[src/rtl/swap_sequencer.sv]
// swap_sequencer: periodic swap toggle generator with host config and run control.
//   clk, rst        : clock, synchronous active-high reset
//   cfg_valid/ready : config handshake; cfg_period (P) and cfg_toggles (N, 0 = forever)
//   start/stop/pause: sequence control (priority rst > stop > pause > start)
//   swap            : toggles every P+1 clocks while running
//   tick            : high in the cycle swap holds its new value
//   busy            : high in RUN and PAUSE
//   done            : one-cycle pulse on entry to DONE
module swap_sequencer #(
   parameter int unsigned CW         = 6,
   parameter int unsigned TW         = 4,
   parameter int unsigned DEF_PERIOD = 30
) (
   input  logic          clk,
   input  logic          rst,
   input  logic          cfg_valid,
   output logic          cfg_ready,
   input  logic [CW-1:0] cfg_period,
   input  logic [TW-1:0] cfg_toggles,
   input  logic          start,
   input  logic          stop,
   input  logic          pause,
   output logic          swap,
   output logic          tick,
   output logic          busy,
   output logic          done
);

   typedef enum logic [1:0] {
      IDLE  = 2'd0,
      RUN   = 2'd1,
      PAUSE = 2'd2,
      DONE  = 2'd3
   } state_t;

   state_t        state, state_n;
   logic [CW-1:0] count, count_n;
   logic [CW-1:0] period, period_n;
   logic [TW-1:0] toggles, toggles_n;
   logic [TW-1:0] remaining, remaining_n;
   logic          swap_n, tick_n, busy_n, done_n, ready_n;
   logic          cfg_take;

   // State and registered outputs.
   always_ff @(posedge clk) begin
      if (rst) begin
         state     <= IDLE;
         count     <= '0;
         period    <= CW'(DEF_PERIOD);
         toggles   <= '0;
         remaining <= '0;
         swap      <= 1'b0;
         tick      <= 1'b0;
         busy      <= 1'b0;
         done      <= 1'b0;
         cfg_ready <= 1'b1;
      end else begin
         state     <= state_n;
         count     <= count_n;
         period    <= period_n;
         toggles   <= toggles_n;
         remaining <= remaining_n;
         swap      <= swap_n;
         tick      <= tick_n;
         busy      <= busy_n;
         done      <= done_n;
         cfg_ready <= ready_n;
      end
   end

   // Next-state and next-output logic.
   always_comb begin
      state_n     = state;
      count_n     = count;
      period_n    = period;
      toggles_n   = toggles;
      remaining_n = remaining;
      swap_n      = swap;
      tick_n      = 1'b0;
      done_n      = 1'b0;
      cfg_take    = cfg_valid & cfg_ready;

      if (cfg_take) begin
         period_n  = cfg_period;
         toggles_n = cfg_toggles;
      end

      case (state)
         IDLE, DONE: begin
            // stop and pause outrank start even when they have no effect here.
            if (start && !stop && !pause) begin
               state_n     = RUN;
               count_n     = '0;
               swap_n      = 1'b0;
               remaining_n = cfg_take ? cfg_toggles : toggles;
            end
         end
         RUN: begin
            if (stop) begin
               state_n = IDLE;
               count_n = '0;
               swap_n  = 1'b0;
            end else if (pause) begin
               state_n = PAUSE;
            end else if (count != period) begin
               count_n = count + CW'(1);
            end else begin
               count_n = '0;
               swap_n  = ~swap;
               tick_n  = 1'b1;
               if (toggles != '0) remaining_n = remaining - TW'(1);
               // remaining stays 0 in run-forever mode, so this never fires there.
               if (remaining == TW'(1)) begin
                  state_n = DONE;
                  done_n  = 1'b1;
               end
            end
         end
         PAUSE: begin
            if (stop) begin
               state_n = IDLE;
               count_n = '0;
               swap_n  = 1'b0;
            end else if (!pause) begin
               state_n = RUN;
            end
         end
         default: state_n = IDLE;
      endcase

      busy_n  = (state_n == RUN) || (state_n == PAUSE);
      ready_n = !busy_n;
   end

endmodule

[config.mk]
export PLATFORM = sky130hd
export DESIGN_NAME = swap_sequencer
export DESIGN_NICKNAME = d
export VERILOG_FILES = /design/src/rtl/swap_sequencer.sv
export SDC_FILE = /design/constraint.sdc
export NUM_CORES = 1
export LEC_CHECK = 0
export ABC_CLOCK_PERIOD_IN_PS = 5020
export CAP_MARGIN = 20
export CORE_UTILIZATION = 43
export DETAILED_ROUTE_END_ITERATION = 6
export PLACE_DENSITY = 0.69
export SYNTH_ARGS = -nofsm -noshare
export SYNTH_HDL_FRONTEND = slang
export SYNTH_SLANG_ARGS = --single-unit
[constraint.sdc]
create_clock -name clk -period 5.02 [get_ports clk]
set_input_delay 1.004 -clock clk [delete_from_list [all_inputs] [get_ports clk]]
set_output_delay 1.004 -clock clk [all_outputs]
set_load 0.005 [all_outputs]
==> key figures <==
Worst setup path
  • Reg2reg end: swap
  • Crit path DAT: 2.85 ns
  • Setup CP Type: primary input to flop
  • CP startpoint: pause
  • Critical Path Sink: remaining[1]
  • Worst Path Required: 5.26 ns
  • CP endpoint kind: flop
  • R2r startpoint: state[0]
  • CP Max Fanout: 7
  • Worst R2R Path Depth: 6
  • FF-to-FF setup slack: 2.71 ns
  • Startpoint types: primary input

Drt
  • WL/cell: 12.8 um
  • Routed WL: 2.82 mm
  • Drt drc: 0
  • DR vias: 1179
  • Initial DRC count: 39
  • DRT Pass-1 Iters: 4
  • Vias/cell: 5.36
  • ANT nets after route: 0

Cells and area
  • Final instance area: 1660 um2
  • Area Overhead vs Synth: 18.4%
  • Final nets: 198
  • Ant diodes: 0
  • Fraction of layout cells with a size suffix above 1: 6.82%

Power and ir drop
  • Flop pwr share: 48.5%
  • Peak supply drop: 0.000186 V
  • Part of the power in the clock network: 17.1%
  • Internal power: 354 uW
  • Pwr Density: 324 nW/um2
  • Sw Share: 34.5%
  • Switching power: 186 uW
  • Gate power share: 34.4%
  • Static Leak: 0.626 nW

Place
  • Dpl cell area: 1640 um2
  • Global placer's final weighted congestion: 0.835
  • I/O Buffers: 20
  • DP HPWL: 2.16 mm

Global routing
  • Largest net degree at the start of global routing: 24
  • First-pass GRT wire length: 4.85 mm
  • Vias in the first global route: 1097
  • GR Util All Layers: 18.3%
  • Initial antenna violation count: 0
  • GRT overflow: 0

Floorplan
  • Die width: 59.2 um
  • Total core area: 3080 um2
  • Initial Util: 45.7%
  • Row cnt: 20
  • Die area: 3500 um2
  • # IOs: 21
  • Die height: 59.2 um

STA
  • Worst Skew: 0.00613 ns
  • Hold slack final: 0.487 ns
  • Post-route minimum period: 2.60 ns
  • Sum of negative setup slack: 0 ns
  • Highest Clock Rate: 0.384 GHz
  • Final cycle utilization of the critical path: 51.9%
  • Worst Tran Pin Value: 0.780 ns
  • Max-slew violation count: 0
  • Slew headroom: 47.8%
  • Unrepaired setup endpoints after global routing: no
  • Final Hold Fails: 0
  • Final Setup Violations: 0

Clocking
  • # Post-CTS Setup Buffers: 0
  • CTS sink cnt: 27
  • Maximum clock insertion buffer count: 2
  • Post_cts resized: 0
  • Clock Latency Late Sink: 0.32 ns
  • Num CTS Buffers: 3
  • CTS hold repair buffers: 0
  • Clk root buf: clkbuf_4
  • CTS clock-pin slew for the worst setup and hold paths: 0.14 ns
  • H-tree Lvls: 1
  • Clock tree from TritonCTS: done

Synth
  • Synth top area cells: dfxtp_1 38%, xor2_1 6.9%, nor2_1 5.3%
  • Synth Net Count: 177
  • Avg Cell Area, Syn: 9.01 um2
  • Most common cell in the netlist: dfxtp_1
  • Post-synth top cells: 27 x dfxtp_1, 20 x nor2_1, 12 x a21oi_1
  • Register area share after synthesis: 38.5%
  • FF+latch count, synth: 27
  • Netlist cell types: 41
  • Cell Area, Synth: 1410 um2
  • Post-synth ARST share: 0%
  • Synth Warn #: 0
  • Synth area leader: dfxtp_1
  • Synth Flop Type: dfxtp_1
  • Yosys top cell area share: 38.5%
  • Post-Syn Instances: 156
  • Number of enable flip-flop cells after synthesis: 0

Min path
  • Hold Path Class: flop to flop

Run
  • Number of max-cap violations: 0

Run status
  • Run status: finished, final reports clean
[layout by cell type (no fill, tap or decap), drive strengths merged]
cell	Yosys	final
nand2b	4	4
nor2b	2	2
mux2i	5	5
o2111ai	2	2
and3b	1	1
a211o	4	4
nor2	20	20
a211oi	2	2
nand4b	1	1
o311ai	1	1
or3b	2	2
nand2	6	6
a2111o	1	1
a32oi	1	1
clkbuf	1	3
clkinv	0	1
and3	5	5
ha	5	5
a21boi	1	1
o32ai	1	1
a21bo	1	1
a21o	1	1
a21oi	12	12
mux2	2	2
dfxtp	27	27
o31ai	3	3
clkdlybuf4s50	0	20
or4	2	2
nor3	1	1
inv	7	7
nand3	4	4
nor4	4	4
o21ai	10	10
xor2	11	11
or2	1	1
a31oi	2	2
[worst min-delay path by stage]
stage	from	endpoint	depth (start not counted)	slack [ns]
final	period[5]	period[5]	2	0.49
after floorplan	period[0]	period[0]	2	0.45
after global routing	period[5]	period[5]	2	0.51
after global placement	period[5]	period[5]	2	0.46
after detailed placement	period[5]	period[5]	2	0.47
after CTS	period[5]	period[5]	2	0.49
[power by group through the flow]
stage / sequential, mW / clock, mW / combinational, mW
after floorplan: 0.261 / 0 / 0.142
after global placement: 0.265 / 0 / 0.180
after detailed placement: 0.266 / 0 / 0.184
after CTS: 0.261 / 0.0961 / 0.185
after global routing: 0.266 / 0.103 / 0.205
final: 0.262 / 0.0925 / 0.186
[metal layers]
| layer | share of wire (%) | wire (um) | global-route usage (%) |
|---|---|---|---|
| met5 | 0 | 0 | 0 |
| met2 | 47 | 1330 | 30.0 |
| met3 | 5.3 | 150 | 4.80 |
| met4 | 0.71 | 20 | 4.76 |
| met1 | 47 | 1320 | 23.9 |
[cell families after synthesis]
kind of cell,Yosys count,share of synthesized area (%)
buffers and inverters,11,3.56
multiplexers,7,5.16
XOR/XNOR,11,6.86
AO/OA/AOI/OAI,42,21.0
flip-flops,27,38.5
AND/OR/NAND/NOR,53,20.5
adder cells (fa/ha/maj),5,4.45
[critical path: stages]
cell and delay, ns:
clkdlybuf4s50_1 0.50, or3b_1 0.45, nor2_1 0.14, a32oi_2 0.17
or4_1 0.51, o31ai_1 0.08
[stage by stage]
step / setup WS [ns] / utilization (%) / cells / power, mW
2_1_floorplan: 2.70 / - / 156 / 0.403
3_3_place_gp: 2.11 / 53.2 / 216 / 0.446
3_5_place_dp: 2.07 / 53.2 / 216 / 0.450
4_1_cts: 2.43 / 54.1 / 220 / 0.543
5_1_grt: 2.28 / 54.1 / 220 / 0.574
6_report: 2.42 / 54.1 / 220 / 0.540
[cell type report]
class                           count  area (um2)
Timing Repair Buffer               20         200
Inverter                            7        26.3
Sequential cell                    27         541
Fill cell                         308        1410
Multi-Input combinational cell    118         815
Tap cell                           44        55.1
Clock inverter                      1        5.00
Clock buffer                        3        22.5
[sequential cells by signal, indices dropped and copies added, names as in the netlist]
name,flops
busy,1
cfg_ready,1
state,2
tick,1
count,6
remaining,4
swap,1
period,6
done,1
toggles,4
(Power assumes the default switching activity.)
